--- config.mk ---
export PLATFORM = sky130hd
export DESIGN_NAME = serial_add_ctrl
export DESIGN_NICKNAME = d
export VERILOG_FILES = /design/src/rtl/serial_add_ctrl.sv
export SDC_FILE = /design/constraint.sdc
export NUM_CORES = 1
export LEC_CHECK = 0
export ABC_AREA = 0
export CAP_MARGIN = 20
export CORE_MARGIN = 2
export CORE_UTILIZATION = 41
export DETAILED_ROUTE_END_ITERATION = 10
export PLACE_DENSITY_LB_ADDON = 0.2
export SLEW_MARGIN = 10
export SYNTH_ARGS = -nofsm -noshare
export SYNTH_HDL_FRONTEND = slang
export SYNTH_SLANG_ARGS = --single-unit
export TNS_END_PERCENT = 30
--- constraint.sdc ---
create_clock -name clock_in -period 1.6 [get_ports clock_in]
set_input_delay 0.16 -clock clock_in [delete_from_list [all_inputs] [get_ports clock_in]]
set_output_delay 0.16 -clock clock_in [all_outputs]
set_load 0.05 [all_outputs]
--- src/rtl/serial_add_ctrl.sv ---
// Bit-serial adder controller: one full-adder slice reused LSB first, WIDTH
// cycles per addition, registered result and a one-cycle completion pulse.
module serial_add_ctrl #(
  parameter int WIDTH = 8
) (
  input  logic             clock_in,
  input  logic             reset_in,
  input  logic             start_in,
  input  logic [WIDTH-1:0] a_in,
  input  logic [WIDTH-1:0] b_in,
  input  logic             cin_in,
  output logic             busy_out,
  output logic             done_out,
  output logic [WIDTH-1:0] sum_out,
  output logic             carry_out
);

  localparam int CW = (WIDTH > 2) ? $clog2(WIDTH) : 1;
  localparam logic [CW-1:0] LAST_BIT = CW'(WIDTH - 1);

  typedef enum logic [1:0] {
    IDLE = 2'd0,
    RUN  = 2'd1,
    DONE = 2'd2
  } state_t;

  state_t           state, state_nxt;
  logic [WIDTH-1:0] a_sh, b_sh, psum;
  logic [CW-1:0]    cnt;
  logic             carry;

  logic accept, step, last;
  logic fa_sum, fa_cout;

  // Single full-adder slice shared by every bit position.
  always_comb begin
    fa_sum  = a_sh[0] ^ b_sh[0] ^ carry;
    fa_cout = (a_sh[0] & b_sh[0]) | (a_sh[0] & carry) | (b_sh[0] & carry);
  end

  always_comb begin
    state_nxt = state;
    accept    = 1'b0;
    step      = 1'b0;
    last      = 1'b0;
    case (state)
      IDLE: begin
        if (start_in) begin
          accept    = 1'b1;
          state_nxt = RUN;
        end
      end
      RUN: begin
        step = 1'b1;
        if (cnt == LAST_BIT) begin
          last      = 1'b1;
          state_nxt = DONE;
        end
      end
      DONE: begin
        if (start_in) begin
          accept    = 1'b1;
          state_nxt = RUN;
        end else begin
          state_nxt = IDLE;
        end
      end
      default: state_nxt = IDLE;
    endcase
  end

  // Status flags are registered from the next state so they line up with it.
  always_ff @(posedge clock_in) begin
    if (reset_in) begin
      state     <= IDLE;
      busy_out  <= 1'b0;
      done_out  <= 1'b0;
      sum_out   <= '0;
      carry_out <= 1'b0;
      a_sh      <= '0;
      b_sh      <= '0;
      psum      <= '0;
      cnt       <= '0;
      carry     <= 1'b0;
    end else begin
      state    <= state_nxt;
      busy_out <= (state_nxt == RUN);
      done_out <= (state_nxt == DONE);
      if (accept) begin
        a_sh  <= a_in;
        b_sh  <= b_in;
        psum  <= '0;
        carry <= cin_in;
        cnt   <= '0;
      end else if (step) begin
        a_sh  <= {1'b0, a_sh[WIDTH-1:1]};
        b_sh  <= {1'b0, b_sh[WIDTH-1:1]};
        psum  <= {fa_sum, psum[WIDTH-1:1]};
        carry <= fa_cout;
        cnt   <= cnt + CW'(1);
        if (last) begin
          sum_out   <= {fa_sum, psum[WIDTH-1:1]};
          carry_out <= fa_cout;
        end
      end
    end
  end

endmodule
# Yosys cells after proc, flatten, opt, wreduce, memory -nomap -nowiden
# Index checks and enable logic that the tools add are counted.
# totals
elab_cells	44
input_bits	20
ff_bits	41
# op_classes
n_reduce_logical	5
bitwise_logic	8
n_mux	15
n_eq_ne	5
add_sub_neg	1
# ops
operator	count
$mux W8	4
$mux W1	8
$pmux W2 S3	1
$eq A2 B1 Y1 const B	2
$eq A2 B2 Y1 const B	2
$mux W2	2
$reduce_or A2 Y1	2
$add A3 B1 Y3 const B	1
$and A1 B1 Y1	3
$eq A3 B3 Y1 const B	1
$reduce_and A3 Y1	1
$logic_not A2 Y1	1
$or A1 B1 Y1	2
$reduce_bool A2 Y1	1
$xor A1 B1 Y1	2
$not A1 Y1	1

# Longest topological paths before layout
# Gate-level depths: netlist of run 1.
# depth
ltp_word	5
ltp_mapped	6
mapped_depth_nobuf	5

# Worst setup path before layout of run 1
# No wires, ideal clock.
# synth_timing
kind	register to register
from	reg cnt[0]
to	reg sum_out[3]
t_arrival_ps	1239
period_less_slack_ps	1310
t_required_ps	1529
stages_incl_launch_ff	7
setup_slack_ps	290
setup_time_ps	71
path_buffers	1
path_cell_list	dfxtp_1 > ha_1 > ha_1 > nand3b_1 > clkbuf_1 > nand2_1 > a21oi_1
# synth_via
elab_chain_len	4
# synth_lines
item	line	source
from (decl)	29	logic [CW-1:0] cnt;
from (signal assigned)	100	cnt <= cnt + CW'(1);
$eq A3 B3 Y1	55	if (cnt == LAST_BIT) begin
$mux W1	55	
$mux W1	46	case (state)
$reduce_and A3 Y1 (no source line)	n/a	
to (signal assigned)	102	sum_out <= {fa_sum, psum[WIDTH-1:1]};
to (decl)	14	output logic [WIDTH-1:0] sum_out,
# No other way between the ends.
# A chain may end at the register's enable or synchronous reset.

# Worst setup path in the final report of run 1
# Ends and elaborated chain as after synthesis.

==> results_dict.tcl, run 1 <==
set metrics [dict create \
    tritoncts "done" \
    fp.coreArea_mm2 0.003689 \
    drv_slew 0 \
    multiInputGateArea_um2 675.6 \
    post_cts_buffers 0 \
    cts_resized 0 \
    numCtsBuffers 5 \
    yosysTopAreaCellShare_pct 50.20 \
    num-nets-final 234 \
    startpoint "cnt[0]" \
    yosys_register_bits 40 \
    clk_pin_slew_worst_paths_ns 0.08 \
    routed_wl_mm 3.152 \
    finalHoldViolCount 0 \
    p_leak_uw 0.0007369 \
    p_sw_uw 517.5 \
    ant_nets 0 \
    grt_use_total_pct 15.93 \
    p_seq_share_pct 49.5 \
    die_x_um 66.38 \
    timing.final.crit_period_ns 1.374 \
    instances_no_fill 260 \
    initial_core_util_pct 43.25 \
    root_buffer "clkbuf_8" \
    place_area_mm2 0.001889 \
    post-route-period-util_pct 85.89 \
    max_clock_freq_mhz 727.7 \
    final_cell_area_mm2 0.002004 \
    route.detailed.drc 0 \
    ios 31 \
    crit_buf_inv 0 \
    crit_required_ns 1.81 \
    power_switching_share_pct 24.00 \
    grt_max_degree 20 \
    setup_viol 0 \
    syn_area_mm2 0.001595 \
    htree_levels 2 \
    drt_iter0_drc 63 \
    fin_ws_ns 0.2258 \
    cp.arrival_ns 1.59 \
    final-seq-area_um2 800.8 \
    wl_per_cell_um 12.12 \
    startpoint_type "flop" \
    tightest_slew_ns 0.4204 \
    synthCells 181 \
    firstDrtPassIters 4 \
    cp_top_family "simple AND/OR/NAND/NOR gates" \
    dp_cells 252 \
    cts_sinks 40 \
    fin_util_pct 54.34 \
    drv_cap 0 \
    critPathCaptureType "flop" \
    grt_overflow 0 \
    layout-drive-gt1-share_pct 15.09 \
    area_growth_pct 25.65 \
    cp_max_fo 11 \
    die_y_um 66.38 \
    place_hpwl_mm 2.274 \
    synth.largest_area_cell "dfxtp_1" \
    skew_ns 0.004513 \
    p_per_area_mw_per_mm2 1076 \
    crit_chain "ha_1, ha_1, nand3b_1, nand2_1, a21oi_1" \
    grt_pass1_wl_mm 5.313 \
    critical_path_class "flop to flop" \
    clockPowerShare_pct 38.4 \
    fin_setup_tns_ns 0 \
    synth.distinct_cells 23 \
    synth.net_count 204 \
    clockBufferDepth 2 \
    ys_seq_area_share_pct 50.20 \
    combinationalPowerShare_pct 12.1 \
    row_count 22 \
    rsz0062_at_grt "no" \
    cts_hold_buf 0 \
    p_int_uw 1638 \
    dieArea_mm2 0.004406 \
    num_vias 1319 \
    hp-class "flop to flop" \
    ys_warn_count 0 \
    numPortBuffers 30 \
    syn_area_per_cell_um2 8.814 \
    reg2reg_from "cnt[0]" \
    cp_num_cells 5 \
    outcome "finished clean" \
    synth_area_leaders "dfxtp_1 50%, nand2_1 9.2%, a21oi_1 6.3%, nor3_1 5.0%, buf_6 4.2%" \
    slew-limit-headroom_pct 71.89 \
    diodes 0 \
    cpPeakStageDelay_ns 0.33 \
    grt_pass1_vias 1233 \
    ir_worst_vdd_v 0.0004999 \
    critPathMostFrequentCell "ha_1" \
    pre_cts_slack_ns 0.2308 \
    r2r_cells 5 \
    critPathSlowestCell "dfxtp_1" \
    viasPerCell 5.073 \
    whs_path_depth 2 \
    gp_congestion 0.7813 \
    clk_latency_ns 0.28 \
    min-delay-start "sum_out[6]" \
    fill_cells 368 \
    antenna_found_initial 0 \
]
==> layer usage <==
metal	wire length, µm	track usage [%]
met4	55	6.122
met1	1462	19.21
met5	0	0
met3	126	4.770
met2	1508	26.50
==> power by group through the flow <==
stage | Clock [µW] | Combinational, µW | Sequential [µW]
after floorplan | 0 | 181 | 1090
after global placement | 0 | 255 | 1090
after detailed placement | 0 | 264 | 1090
after CTS | 846 | 264 | 1070
after global routing | 906 | 292 | 1070
final | 827 | 261 | 1070
==> sequential cells by signal, summed over array words and instances, names as in the netlist, 2 cells and up <==
name and count:
b_sh 8, psum 7, sum_out 8, a_sh 8, state 2, cnt 3
==> final cells by class <==
type / instances / area share (%)
clock inverters: 3 / 2.310
clock buffers: 5 / 3.433
well taps: 48 / 2.996
flip-flops and latches: 40 / 39.95
repair buffers: 39 / 17.60
multi-input cells: 125 / 33.71
==> logic make-up (layout without fill, tap and decap cells) <==
kind of cell	Yosys count	after routing	synth area share [%]
AO/OA/AOI/OAI	36	36	14.74
XOR/XNOR	1	1	0.5491
adder cells (fa/ha/maj)	3	3	2.823
buffers and inverters	16	47	7.451
flip-flops	40	40	50.20
multiplexers	2	2	1.255
AND/OR/NAND/NOR	83	83	22.98
==> stage by stage <==
step / power, µW / hold slack, ns
after floorplan: 1274 / 0.3304
after global placement: 1345 / 0.4462
after detailed placement: 1355 / 0.4481
after CTS: 2178 / 0.4600
after global routing: 2273 / 0.4651
final: 2156 / 0.4585
==> cells in the final DEF, fill, tap and decap left out, types with 5 or more instances in the layout <==
cell type        count
a21oi_1             20
a311oi_1             5
nand2_1             39
clkbuf_8             5
nor2_1              11
o22ai_1              7
nor3_1              16
buf_4               19
nand3_1             11
clkdlybuf4s50_1     19
dfxtp_1             40
==> synthesized netlist by cell type <==
cell,count
nand2b_2,1
o21a_1,1
nor2_1,11
a311oi_1,5
a22oi_2,2
nand2_1,39
dfxtp_1,40
nand2b_1,2
buf_2,2
xnor2_1,1
nand3b_1,1
a21oi_1,20
a311oi_2,1
clkbuf_1,5
ha_1,2
o22ai_1,7
nor3_1,16
and2b_1,2
fa_1,1
buf_4,3
nand3_1,11
buf_6,6
mux2i_1,2
==> worst paths after layout <==
kind,slack (ns),to
setup / recovery,0.23,sum_out[3]
setup reg to reg,0.23,sum_out[3]
hold / removal,0.46,sum_out[6]
hold reg to reg,0.46,sum_out[6]
==> tightest hold or removal path: stages (launching register included) <==
cell and delay, ns:
dfxtp_1 0.32, nand2_1 0.05, a21oi_1 0.05
Note: power is estimated with default switching activity, not from simulation.
==> run 2: changes to the inputs <==
--- a/config.mk
+++ b/config.mk
@@ -5,7 +5,6 @@
 export SDC_FILE = /design/constraint.sdc
 export NUM_CORES = 1
 export LEC_CHECK = 0
-export ABC_AREA = 0
 export CAP_MARGIN = 20
 export CORE_MARGIN = 2
 export CORE_UTILIZATION = 41
==> results of run 2 <==
Same layout as run 1: the final DEF is identical, and so are final timing and power.
==> run 3: changes to the inputs <==
--- a/config.mk
+++ b/config.mk
@@ -6,7 +6,6 @@
 export NUM_CORES = 1
 export LEC_CHECK = 0
 export CAP_MARGIN = 20
-export CORE_MARGIN = 2
 export CORE_UTILIZATION = 41
 export DETAILED_ROUTE_END_ITERATION = 10
 export PLACE_DENSITY_LB_ADDON = 0.2
==> constraint.sdc (replaced) <==
create_clock -name clock_in -period 1.6 [get_ports clock_in]
set_input_delay 0.16 -clock clock_in [delete_from_list [all_inputs] [get_ports clock_in]]
set_output_delay 0.16 -clock clock_in [all_outputs]
set_load 0.005 [all_outputs]
==> results_dict.tcl, run 3 (same netlist as run 1, synthesis figures left out) <==
set metrics [dict create \
    gp_congestion 0.7794 \
    row_count 22 \
    clk_latency_ns 0.29 \
    cpPeakStageDelay_ns 0.33 \
    fp.coreArea_mm2 0.003689 \
    grt_pass1_vias 1245 \
    area_growth_pct 27.76 \
    layout-drive-gt1-share_pct 9.906 \
    numPortBuffers 30 \
    ant_nets 0 \
    tightest_slew_ns 0.4179 \
    drv_cap 0 \
    ir_worst_vdd_v 0.0005371 \
    timing.final.crit_period_ns 1.378 \
    critPathCaptureType "flop" \
    tritoncts "done" \
    outcome "finished clean" \
    initial_core_util_pct 43.25 \
    post-route-period-util_pct 86.12 \
    startpoint_type "flop" \
    numCtsBuffers 5 \
    layout_commonest_cell "dfxtp_1" \
    dieArea_mm2 0.004144 \
    max_clock_freq_mhz 725.7 \
    skew_ns 0.004774 \
    cp_max_fo 11 \
    clockBufferDepth 2 \
    wl_per_cell_um 12.18 \
    crit_chain "ha_1, ha_1, nand3b_1, nand2_1, a21oi_1" \
    finalHoldViolCount 0 \
    critPathSlowestCell "dfxtp_1" \
    place_hpwl_mm 2.280 \
    cts_resized 0 \
    root_buffer "clkbuf_8" \
    layout_common_cells "40 x dfxtp_1, 39 x nand2_1, 30 x clkdlybuf4s50_1, 20 x a21oi_1, 16 x nor3_1" \
    worst_hold_slack_ns 0.4543 \
    critPathMostFrequentCell "ha_1" \
    slew-limit-headroom_pct 72.06 \
    post_cts_buffers 0 \
    p_leak_uw 0.0007214 \
    htree_levels 2 \
    firstDrtPassIters 4 \
    grt_max_degree 20 \
    pre_cts_slack_ns 0.2267 \
    cp.arrival_ns 1.60 \
    diodes 0 \
    route.detailed.drc 0 \
    grt_pass1_wl_mm 5.457 \
    setup_viol 0 \
    fill_cells 345 \
    cts_sinks 40 \
    grt_overflow 0 \
    reg_top3 "a_sh x8, b_sh x8, sum_out x8" \
    viasPerCell 5.058 \
    hp-class "input pin to flop" \
    grt_use_total_pct 17.67 \
    drt_iter0_drc 51 \
    ios 31 \
    num-nets-final 234 \
    multiInputGateArea_um2 675.6 \
    antenna_found_initial 0 \
    cts_hold_buf 0 \
    fin_ws_ns 0.2221 \
    critical_path_class "flop to flop" \
    p_per_area_mw_per_mm2 1068 \
    clk_pin_slew_worst_paths_ns 0.08 \
    routed_wl_mm 3.168 \
    rsz0062_at_grt "no" \
    fin_setup_tns_ns 0 \
    drv_slew 0 \
    final-seq-area_um2 800.8 \
    crit_required_ns 1.82 \
    num_vias 1315 \
    die_y_um 64.38 \
    die_x_um 64.38 \
]
[run 3: report_power, final]
group	internal [µW]	total (µW)	switching (µW)
Combinational	128	254	126
Sequential	1040	1070	27.0
Clock	510	854	344
[run 3: through the flow]
step / std cells / instance area, µm² / total power [µW] / util [%]
5_1_grt: 260 / 2038 / 2276 / 55.26
3_5_place_dp: 252 / 1917 / 1348 / 51.97
4_1_cts: 260 / 2038 / 2208 / 55.26
6_report: 260 / 2038 / 2177 / 55.26
3_3_place_gp: 252 / 1917 / 1338 / 51.97
2_1_floorplan: 181 / 1595 / 1266 / -
[run 3: final timing paths]
kind / endpoint / startpoint / slack [ns] / cells after the start
setup / recovery: sum_out[6] / cnt[0] / 0.22 / 5
hold / removal: a_sh[3] / a_in[3] / 0.45 / 3
setup reg to reg: sum_out[6] / cnt[0] / 0.22 / 5
hold reg to reg: sum_out[4] / sum_out[4] / 0.46 / 2
[run 3: metal layers]
layer | vias up | share of wire (%) | GRT usage [%] | wire [µm]
met5 | - | 0 | 0 | 0
li1 | 682 | - | - | -
met3 | 5 | 4.6 | 5.179 | 147
met2 | 24 | 47 | 28.82 | 1494
met1 | 604 | 46 | 20.48 | 1467
met4 | 0 | 1.9 | 10.00 | 59
[run 3: area by class of cell]
class,count,area share (%)
Sequential cell,40,39.29
Multi-Input combinational cell,125,33.15
Clock inverter,2,1.903
Tap cell,48,2.947
Clock buffer,6,4.052
Timing Repair Buffer,39,18.66
[run 3: worst max-delay path, delay by kind of cell, from the launching register on]
family	cells	cell delay, ns
compound gates	1	0.15
flops	1	0.33
fa+ha+maj	2	0.41
simple gates	2	0.42
